==> config.mk <==
export PLATFORM = sky130hd
export DESIGN_NAME = rom_dl_router
export DESIGN_NICKNAME = d
export VERILOG_FILES = /design/src/rtl/rom_dl_pkg.sv /design/src/rtl/rom_dl_packer.sv /design/src/rtl/rom_dl_router.sv
export SDC_FILE = /design/constraint.sdc
export NUM_CORES = 1
export LEC_CHECK = 0
export BUFFER_PORTS_ARGS = -buffer_cell sky130_fd_sc_hd__buf_4
export CAP_MARGIN = 5
export CORE_MARGIN = 1
export CORE_UTILIZATION = 45
export DETAILED_ROUTE_END_ITERATION = 16
export PLACE_DENSITY = 0.75
export SYNTH_ARGS = -nofsm -noshare
export SYNTH_HDL_FRONTEND = slang
export SYNTH_SLANG_ARGS = --single-unit
==> constraint.sdc <==
create_clock -name clk_sys -period 3.9 [get_ports clk_sys]
set_clock_uncertainty 0.15 [all_clocks]
set_input_delay 0.585 -clock clk_sys [delete_from_list [all_inputs] [get_ports clk_sys]]
set_output_delay 0.585 -clock clk_sys [all_outputs]
set_load 0.02 [all_outputs]
==> src/rtl/rom_dl_pkg.sv <==
// Shared types and parameter helpers for the ROM download router.
package rom_dl_pkg;

  typedef enum logic [1:0] {IDLE, LOAD, FLUSH, DONE} dl_state_e;

  localparam int MAX_CH = 8;
  // Wide enough for base + window size of any legal configuration.
  localparam int XW = 27;

  function automatic int lane_bits(input int dw);
    return (dw == 32) ? 2 : (dw == 16) ? 1 : 0;
  endfunction

  function automatic logic [24:0] base_of(input logic [MAX_CH*25-1:0] v, input int c);
    return v[c*25 +: 25];
  endfunction

  function automatic logic [4:0] size_of(input logic [MAX_CH*5-1:0] v, input int c);
    return v[c*5 +: 5];
  endfunction

  // Window length in bytes for channel c.
  function automatic logic [XW-1:0] win_bytes(input logic [MAX_CH*5-1:0] v, input int c);
    return XW'(1) << v[c*5 +: 5];
  endfunction

  // Bases must be word aligned and every window must fit the word-address range.
  function automatic bit cfg_ok(input logic [MAX_CH*25-1:0] b, input logic [MAX_CH*5-1:0] s,
                                input int nch, input int dw, input int aw);
    int l;
    bit ok;
    l  = lane_bits(dw);
    ok = (nch >= 1) && (nch <= MAX_CH) && (dw == 8 || dw == 16 || dw == 32);
    for (int c = 0; c < MAX_CH; c++) begin
      if (c < nch) begin
        if ((b[c*25 +: 25] & ((25'd1 << l) - 25'd1)) != 25'd0) ok = 1'b0;
        if (int'(s[c*5 +: 5]) < l || int'(s[c*5 +: 5]) > aw + l) ok = 1'b0;
      end
    end
    return ok;
  endfunction

endpackage

==> src/rtl/rom_dl_packer.sv <==
// Byte-to-word packer: one pending word, lane merge, registered single emit.
module rom_dl_packer
  import rom_dl_pkg::*;
#(
  parameter int DW  = 8,
  parameter int AW  = 16,
  parameter int CHW = 1
) (
  input  logic              clk_sys,
  input  logic              reset_n,
  input  logic              wr,
  input  logic [CHW-1:0]    in_ch,
  input  logic [AW-1:0]     in_addr,
  input  logic [((lane_bits(DW) > 0) ? lane_bits(DW) : 1)-1:0] in_lane,
  input  logic [7:0]        in_byte,
  input  logic              flush,
  output logic              emit,
  output logic [CHW-1:0]    emit_ch,
  output logic [AW-1:0]     emit_addr,
  output logic [DW-1:0]     emit_data,
  output logic [DW/8-1:0]   emit_be
);

  localparam int LANES = DW / 8;

  logic                      pend_v, pend_v_nxt;
  logic [CHW-1:0]            pend_ch, pend_ch_nxt;
  logic [AW-1:0]             pend_addr, pend_addr_nxt;
  logic [LANES-1:0][7:0]     pend_data, pend_data_nxt;
  logic [LANES-1:0]          pend_be, pend_be_nxt;

  logic                      same, full;
  logic [LANES-1:0][7:0]     m_data;
  logic [LANES-1:0]          m_be;
  logic                      e_v;
  logic [CHW-1:0]            e_ch;
  logic [AW-1:0]             e_addr;
  logic [LANES-1:0][7:0]     e_data;
  logic [LANES-1:0]          e_be;

  // Merge the incoming byte and pick the (at most one) word to emit this cycle.
  always_comb begin
    same   = pend_v && (pend_ch == in_ch) && (pend_addr == in_addr);
    m_data = same ? pend_data : '0;
    m_be   = same ? pend_be   : '0;
    m_data[in_lane] = in_byte;
    m_be[in_lane]   = 1'b1;
    full   = &m_be;

    pend_v_nxt    = pend_v;
    pend_ch_nxt   = pend_ch;
    pend_addr_nxt = pend_addr;
    pend_data_nxt = pend_data;
    pend_be_nxt   = pend_be;
    e_v    = 1'b0;
    e_ch   = pend_ch;
    e_addr = pend_addr;
    e_data = pend_data;
    e_be   = pend_be;

    if (wr) begin
      if (pend_v && !same) begin
        // Old word leaves now; the new byte starts a fresh word (flushed later if needed).
        e_v           = 1'b1;
        pend_v_nxt    = 1'b1;
        pend_ch_nxt   = in_ch;
        pend_addr_nxt = in_addr;
        pend_data_nxt = m_data;
        pend_be_nxt   = m_be;
      end else if (full || flush) begin
        e_v        = 1'b1;
        e_ch       = in_ch;
        e_addr     = in_addr;
        e_data     = m_data;
        e_be       = m_be;
        pend_v_nxt = 1'b0;
      end else begin
        pend_v_nxt    = 1'b1;
        pend_ch_nxt   = in_ch;
        pend_addr_nxt = in_addr;
        pend_data_nxt = m_data;
        pend_be_nxt   = m_be;
      end
    end else if (flush && pend_v) begin
      e_v        = 1'b1;
      pend_v_nxt = 1'b0;
    end
  end

  // Pending word and registered emit port.
  always_ff @(posedge clk_sys or negedge reset_n) begin
    if (!reset_n) begin
      pend_v    <= 1'b0;
      pend_ch   <= '0;
      pend_addr <= '0;
      pend_data <= '0;
      pend_be   <= '0;
      emit      <= 1'b0;
      emit_ch   <= '0;
      emit_addr <= '0;
      emit_data <= '0;
      emit_be   <= '0;
    end else begin
      pend_v    <= pend_v_nxt;
      pend_ch   <= pend_ch_nxt;
      pend_addr <= pend_addr_nxt;
      pend_data <= pend_data_nxt;
      pend_be   <= pend_be_nxt;
      emit      <= e_v;
      emit_ch   <= e_v ? e_ch   : '0;
      emit_addr <= e_v ? e_addr : '0;
      emit_data <= e_v ? e_data : '0;
      emit_be   <= e_v ? e_be   : '0;
    end
  end

endmodule

==> src/rtl/rom_dl_router.sv <==
// Routes one hps_io download index to NCH ROM windows as packed DW-bit words.
module rom_dl_router
  import rom_dl_pkg::*;
#(
  parameter int              NCH       = 4,
  parameter int              DW        = 8,
  parameter int              AW        = 16,
  parameter int              INDEX     = 0,
  parameter logic [NCH*25-1:0] BASE    = '0,
  parameter logic [NCH*5-1:0]  SIZE_LOG2 = {NCH{5'd12}}
) (
  input  logic             clk_sys,
  input  logic             reset_n,
  input  logic             ioctl_download,
  input  logic [7:0]       ioctl_index,
  input  logic             ioctl_wr,
  input  logic [24:0]      ioctl_addr,
  input  logic [7:0]       ioctl_dout,
  output logic [NCH-1:0]   ch_wr,
  output logic [AW-1:0]    ch_addr,
  output logic [DW-1:0]    ch_data,
  output logic [DW/8-1:0]  ch_be,
  output logic             dl_busy,
  output logic             dl_done,
  output logic [NCH-1:0]   ch_loaded,
  output logic [7:0]       unmapped_cnt
);

  localparam int L   = lane_bits(DW);
  localparam int LW  = (L > 0) ? L : 1;
  localparam int CHW = (NCH > 1) ? $clog2(NCH) : 1;
  localparam logic [MAX_CH*25-1:0] BASE_X = (MAX_CH*25)'(BASE);
  localparam logic [MAX_CH*5-1:0]  SIZE_X = (MAX_CH*5)'(SIZE_LOG2);

  generate
    if (!cfg_ok(BASE_X, SIZE_X, NCH, DW, AW)) begin : g_bad_cfg
      $error("rom_dl_router: illegal NCH/DW/BASE/SIZE_LOG2 configuration");
    end
  endgenerate

  dl_state_e            state, state_nxt;
  logic                 start, acc, flush;
  logic                 hit_any;
  logic [CHW-1:0]       hit_ch;
  logic [AW-1:0]        hit_waddr;
  logic [LW-1:0]        lane;
  logic [NCH-1:0][XW-1:0] cnt;
  logic                 emit;
  logic [CHW-1:0]       emit_ch;

  // State register.
  always_ff @(posedge clk_sys or negedge reset_n) begin
    if (!reset_n) state <= IDLE;
    else          state <= state_nxt;
  end

  // Next-state: only a download for our index leaves IDLE.
  always_comb begin
    state_nxt = state;
    case (state)
      IDLE:    if (ioctl_download && ioctl_index == 8'(INDEX)) state_nxt = LOAD;
      LOAD:    if (!ioctl_download) state_nxt = FLUSH;
      FLUSH:   state_nxt = DONE;
      DONE:    state_nxt = IDLE;
      default: state_nxt = IDLE;
    endcase
  end

  assign start   = (state == IDLE) && (state_nxt == LOAD);
  assign acc     = (state == LOAD) && ioctl_wr;
  // Flush starts on the cycle the download drops so the tail word lands in FLUSH.
  assign flush   = ((state == LOAD) && !ioctl_download) || (state == FLUSH);
  assign dl_busy = (state == LOAD) || (state == FLUSH);
  assign dl_done = (state == DONE);
  assign lane    = (L == 0) ? '0 : ioctl_addr[LW-1:0];

  // Window decode; scanning downward leaves the lowest hitting channel.
  always_comb begin
    logic [XW-1:0] a, b;
    hit_any   = 1'b0;
    hit_ch    = '0;
    hit_waddr = '0;
    a         = XW'(ioctl_addr);
    for (int c = NCH - 1; c >= 0; c--) begin
      b = XW'(base_of(BASE_X, c));
      if (a >= b && a < b + win_bytes(SIZE_X, c)) begin
        hit_any   = 1'b1;
        hit_ch    = CHW'(c);
        hit_waddr = AW'((a - b) >> L);
      end
    end
  end

  // Per-download bookkeeping: byte counters, loaded flags, unmapped count.
  always_ff @(posedge clk_sys or negedge reset_n) begin
    if (!reset_n) begin
      cnt          <= '0;
      ch_loaded    <= '0;
      unmapped_cnt <= '0;
    end else if (start) begin
      cnt          <= '0;
      ch_loaded    <= '0;
      unmapped_cnt <= '0;
    end else if (acc) begin
      if (!hit_any) begin
        if (unmapped_cnt != 8'hFF) unmapped_cnt <= unmapped_cnt + 8'd1;
      end else begin
        for (int c = 0; c < NCH; c++) begin
          if (hit_ch == CHW'(c) && cnt[c] != win_bytes(SIZE_X, c)) begin
            cnt[c] <= cnt[c] + XW'(1);
            if (cnt[c] + XW'(1) == win_bytes(SIZE_X, c)) ch_loaded[c] <= 1'b1;
          end
        end
      end
    end
  end

  rom_dl_packer #(.DW(DW), .AW(AW), .CHW(CHW)) u_pack (
    .clk_sys   (clk_sys),
    .reset_n   (reset_n),
    .wr        (acc && hit_any),
    .in_ch     (hit_ch),
    .in_addr   (hit_waddr),
    .in_lane   (lane),
    .in_byte   (ioctl_dout),
    .flush     (flush),
    .emit      (emit),
    .emit_ch   (emit_ch),
    .emit_addr (ch_addr),
    .emit_data (ch_data),
    .emit_be   (ch_be)
  );

  // One-hot strobe from the registered channel index.
  always_comb begin
    ch_wr = '0;
    for (int c = 0; c < NCH; c++) ch_wr[c] = emit && (emit_ch == CHW'(c));
  end

endmodule
# Yosys cells after proc, flatten, opt, wreduce, memory -nomap -nowiden
# Index checks and enable logic that the tools add are counted.
# totals
reg_bits,93
in_bits,45
# classes
n_addsub,2
order_cmp,1
n_eq_ne,9
mux,32
reduce_logical,24
# ops
operator,n
$mux W27,4
$mux W16,4
$mux W8,7
$add A27 B1 Y27 const B,1
$eq A27 B13 Y1 const B,1
$ne A27 B13 Y1 const B,1
$lt A25 B13 Y1 const B,1
$eq A16 B16 Y1,1
$mux W1,12
$reduce_bool A2 Y1,6
$add A8 B1 Y8 const B,1
$logic_and A1 B1 Y1,8
$logic_not A8 Y1,1
$mux W4,2
$ne A8 B8 Y1 const B,1
$pmux W2 S4,1
$reduce_and A3 Y1,2
$eq A2 B1 Y1 const B,2
$eq A2 B2 Y1 const B,2
$mux W2,2
$reduce_and A4 Y1,1
$logic_not A1 Y1,2
$logic_not A2 Y1,1
$logic_or A1 B1 Y1,2
other kinds (2),2

# Logic depth before layout (Yosys ltp)
# depth
ltp_word,9
mapped_depth,10
mapped_depth_nobuf,8

# Hierarchy
# Synthesis repeated with hierarchy kept, for this count alone.
# unflattened
cells_unflattened,580
area_unflattened_um2,5520.3
# modules_own_cells
module,n_inst,cells_per_inst,area_each_um2,seq_area_each_um2
rom_dl_router,1,351,2871.5,950.9
rom_dl_packer,1,229,2648.8,1401.3

# Worst setup path after synthesis
# No wires, ideal clock.
# synth_timing
path_type,in2reg
startpoint,in ioctl_addr[13]
endpoint,reg u_pack.emit_addr[0]
arrival_time_ns,2.483
required_ns,3.629
setup_slack_ns,1.146
path_stages,10
path_cell_list,nor4_2 -> and4_4 -> buf_6 -> a21oi_2 -> o32a_1 -> o41a_1 -> buf_6 -> o21bai_4 -> buf_6 -> a22o_1
# synth_via
elab_chain_cells,9
elab_cells_between_ends,12
classes_between,1 x order compare; 1 x eq/ne; 6 x mux; 4 x reduce/logical
# synth_rtl
element,line,source
"start, declared",rom_dl_router.sv:17,"input logic [24:0] ioctl_addr,"
$lt A25 B13 Y1,rom_dl_router.sv:86,"if (a >= b && a < b + win_bytes(SIZE_X, c)) begin"
$mux W16,rom_dl_router.sv:86,
$eq A16 B16 Y1,rom_dl_packer.sv:43,same = pend_v && (pend_ch == in_ch) && (pend_addr == in_addr);
$logic_and A1 B1 Y1,rom_dl_packer.sv:43,
$logic_not A1 Y1,rom_dl_packer.sv:62,if (pend_v && !same) begin
$logic_and A1 B1 Y1,rom_dl_packer.sv:62,
$mux W16,rom_dl_packer.sv:62,
$mux W16,rom_dl_packer.sv:61,if (wr) begin
$mux W16 (*),rom_dl_packer.sv:111,emit_addr <= e_v ? e_addr : '0;
"end signal, assigned",rom_dl_packer.sv:111,
"end, declared",rom_dl_packer.sv:19,"output logic [AW-1:0] emit_addr,"
# Mark *: on every way between the ends. The rest lies on a longest branch, timed or not.
# A chain may end at the register's enable or synchronous reset.

# Worst setup path in the final report
# layout_timing
startpoint,reg cnt[8] (netlist bit)
endpoint,reg ch_loaded[0]
# layout_via
elab_chain_cells,4
elab_cells_between_ends,6
classes_between,1 x add/sub; 2 x eq/ne; 3 x reduce/logical
# layout_rtl
element,line,source
"start, declared",rom_dl_router.sv:47,logic [NCH-1:0][XW-1:0] cnt;
"start signal, assigned by index",rom_dl_router.sv:110,cnt[c] <= cnt[c] + XW'(1);
$add A27 B1 Y27,rom_dl_router.sv:111,"if (cnt[c] + XW'(1) == win_bytes(SIZE_X, c)) ch_loaded[c] <= 1'b1;"
$eq A27 B13 Y1,rom_dl_router.sv:111,
$reduce_bool A2 Y1 (no line),n/a,
$reduce_and A4 Y1 (no line) (*),n/a,
"end signal, assigned",rom_dl_router.sv:98,ch_loaded <= '0;
"end signal, assigned",rom_dl_router.sv:102,ch_loaded <= '0;
"end signal, assigned by index",rom_dl_router.sv:111,
"end, declared",rom_dl_router.sv:25,"output logic [NCH-1:0] ch_loaded,"
# Marked as above.

==> out/results.ini <==
[logic_synthesis]
synthCells = 473
synth_top_cell_by_area = dfrtp_1
yosysWarnings = 0
async_flop_share_pct = 100
synth_area_um2 = 4750
ys_seq_area_share_pct = 47.4
synth_seq_cells = 90
synth_top_area_share_pct = 47.4
synth.avg_cell_area_um2 = 10.0
synthTopCellsByArea = dfrtp_1, mux2_2, xor2_1
yosysUniqueCellTypes = 53
synth-edff-count = 0
ys.flop_type = dfrtp_1

[die]
die_height_um = 105
std_cell_rows = 37
dieArea_um2 = 11000
start_util_pct = 46.2
ioPinCount = 88
die_w_um = 105
coreArea_um2 = 10300

[clock_tree]
clock-sinks = 90
cts-resized-gates = 0
htreeDepth = 3
hold_buffers = 0
cts_buffers = 9
clock-root-buffer = clkbuf_8
cts_buffer_depth = 2
clkSlewWorstSetupHoldPaths_ns = 0.09
clock_latency_ns = 0.37
cts_setup_buffers = 0
cts_tree = done

[critical_path]
crit_fanout = 14
critPathKind = reg2reg
crit_chain = nand4_1, nor3_1, nand3_1, nor4bb_1, o21ai_0, nor4b_1, a32o_1
cp_num_cells = 7
crit_path_end = ch_loaded[0]$_DFFE_PN0P_
cp_data_arrival_time_ns = 3.17
timing.rr.end = ch_loaded[0]$_DFFE_PN0P_
cp-end-kind = flip-flop
critPathBufInv = 0
reg2reg_setup_slack_ns = 0.88
critPathLaunch = cnt[8]$_DFFE_PN0P_
worstReg2RegStart = cnt[8]$_DFFE_PN0P_
cp.required_ns = 4.05
crit_slowest_cell = dfrtp_1
slowest_delay_ns = 0.62
startpoint_type = flip-flop
r2r_cells = 7
path_delay_family = simple AND/OR/NAND/NOR gates

[place]
place_hpwl_um = 7130
place_congestion = 0.872
port_buffers = 81

[grt]
grt_max_degree = 71
grt_antenna_before_repair = 0
grt-ovfl-total = 0
grt_pass1_vias = 3718
track_usage_pct = 20.1
grt_pass1_wl_um = 17700

[routing]
vias = 3759
drt_iter0_drc = 202
drcViolationCount = 0
routed_wl_um = 10300
wire_per_inst_um = 15.2
via_per_inst = 5.53
drtAntennaViolNets = 0
drt_first_pass_iters = 6

[cells_and_area]
nNetsFinal = 591
drive_above_1_share_pct = 25.0
diodes = 0
area_growth_syn_to_layout_pct = 17.6

[sta]
post-route-period-util_pct = 77.4
setup_violations = 0
finalMaxSlewViolations = 0
worstMarginPinSlew_ns = 0.880
rsz0062_at_grt = no
max_slew_margin_pct = 41.4
fmax_mhz = 331
hold_violations = 0
min_period_ns = 3.02
hold-worst-slack_ns = 0.175
fin_tns_setup_ns = 0

[worst_hold_path]
hold_class = in2async

[pwr]
ir_worst_vdd_v = 0.000345
p_leak_nw = 2.64
powerDensity_nw_per_um2 = 358

[run]
drv_cap = 0

[outcome]
status = complete, no violations

## kinds of logic after synthesis
logic type	count (synthesis)	synth area share, %
buf+inv	44	4.82
flops	90	47.4
xor+xnor	36	6.64
other cells	1	0.0789
mux	25	5.85
simple gates	192	21.1
compound gates	78	12.2
fa+ha+maj	7	1.84
## power breakdown
group / total [mW] / switching (mW) / internal (mW)
Sequential: 0.999 / 0.0379 / 0.961
Combinational: 0.352 / 0.210 / 0.142
Clock: 0.651 / 0.349 / 0.302
## Yosys cell counts, drive strengths merged (3+ instances only)
master and instances:
a22o 20, nor2 55, nor2b 6, o21ai 13, buf 19, dfrtp 90
nand3 20, mux2 22, and3 10, nand4 22, nor3 10, nor4bb 4
a31oi 5, nand2 30, a211oi 5, o22ai 4, inv 8, and2 9
clkbuf 17, o32ai 3, ha 7, xor2 27, or2 4, nor4 10
and4 5, a21oi 11, xnor2 9, mux2i 3, or3 3
## worst reg2reg max path: cells and delay by family, from the launching register on
kind / cells / cell delay, ns
simple gates: 5 / 1.82
flops: 1 / 0.62
compound gates: 2 / 0.37
## per-stage QoR
| stage | cell area [um2] | power (mW) | utilization, % | std cells | setup slack, ns |
|---|---|---|---|---|---|
| global placement | 5390 | 1.36 | 52.4 | 664 | 0.932 |
| global route | 5590 | 2.10 | 54.4 | 680 | 0.686 |
| detailed placement | 5390 | 1.37 | 52.4 | 664 | 0.851 |
| CTS | 5590 | 2.03 | 54.4 | 680 | 0.977 |
| finish | 5590 | 2.00 | 54.4 | 680 | 0.880 |
| floorplan | 4770 | 1.22 | - | 478 | 1.15 |
## cell usage in the layout (no fill, tap or decap), types with 7 or more instances in the layout
cell and instances:
nand2_1 30, and2_1 9, xor2_1 27, nand4_1 22, and3_1 10, ha_1 7, a22o_1 20, nor3_1 10
nor2_1 55, dfrtp_1 90, inv_1 8, o21ai_0 13, nand3_1 20, buf_4 86, clkbuf_8 9, nor4_1 8
xnor2_1 9, mux2_2 22, a21oi_1 10
## flip-flops by register name, summed over array words and instances (netlist names)
name              count
cnt                  27
u_pack.emit_addr     16
u_pack.pend_addr     16
u_pack.emit_data      8
u_pack.pend_data      8
unmapped_cnt          8
state                 2
ch_loaded             1
u_pack.emit           1
u_pack.emit_be        1
u_pack.pend_be        1
u_pack.pend_v         1
## worst min path at each step
| stage | from | end | slack (ns) | depth (start not counted) |
|---|---|---|---|---|
| after floorplan | reset_n | ch_loaded[0]$_DFFE_PN0P_ | 0.14 | 0 |
| after detailed placement | u_pack.pend_be$_DFFE_PN0P_ | u_pack.pend_be$_DFFE_PN0P_ | 0.31 | 1 |
| after global routing | reset_n | state[0]$_DFF_PN0_ | 0.26 | 1 |
| after CTS | reset_n | cnt[13]$_DFFE_PN0P_ | 0.21 | 1 |
| after global placement | u_pack.pend_be$_DFFE_PN0P_ | u_pack.pend_be$_DFFE_PN0P_ | 0.30 | 1 |
| final | reset_n | cnt[7]$_DFFE_PN0P_ | 0.17 | 1 |
## routing by layer
metal,share of wire (%),global-route usage [%],vias up
met5,0,0,-
met4,1.5,7.44,0
met3,5.7,5.49,13
met2,50,33.8,105
met1,43,24.7,1823
li1,-,-,1818
## layout make-up
type | instances | area (um2)
Fill cell | 905 | 4690
Multi-Input combinational cell | 344 | 2290
Sequential cell | 90 | 2250
Timing Repair Buffer | 86 | 646
Tap cell | 136 | 170
Clock buffer | 9 | 124
Clock inverter | 7 | 73.8
Inverter | 8 | 30.0
No activity file was read; power rests on OpenSTA's default activity.
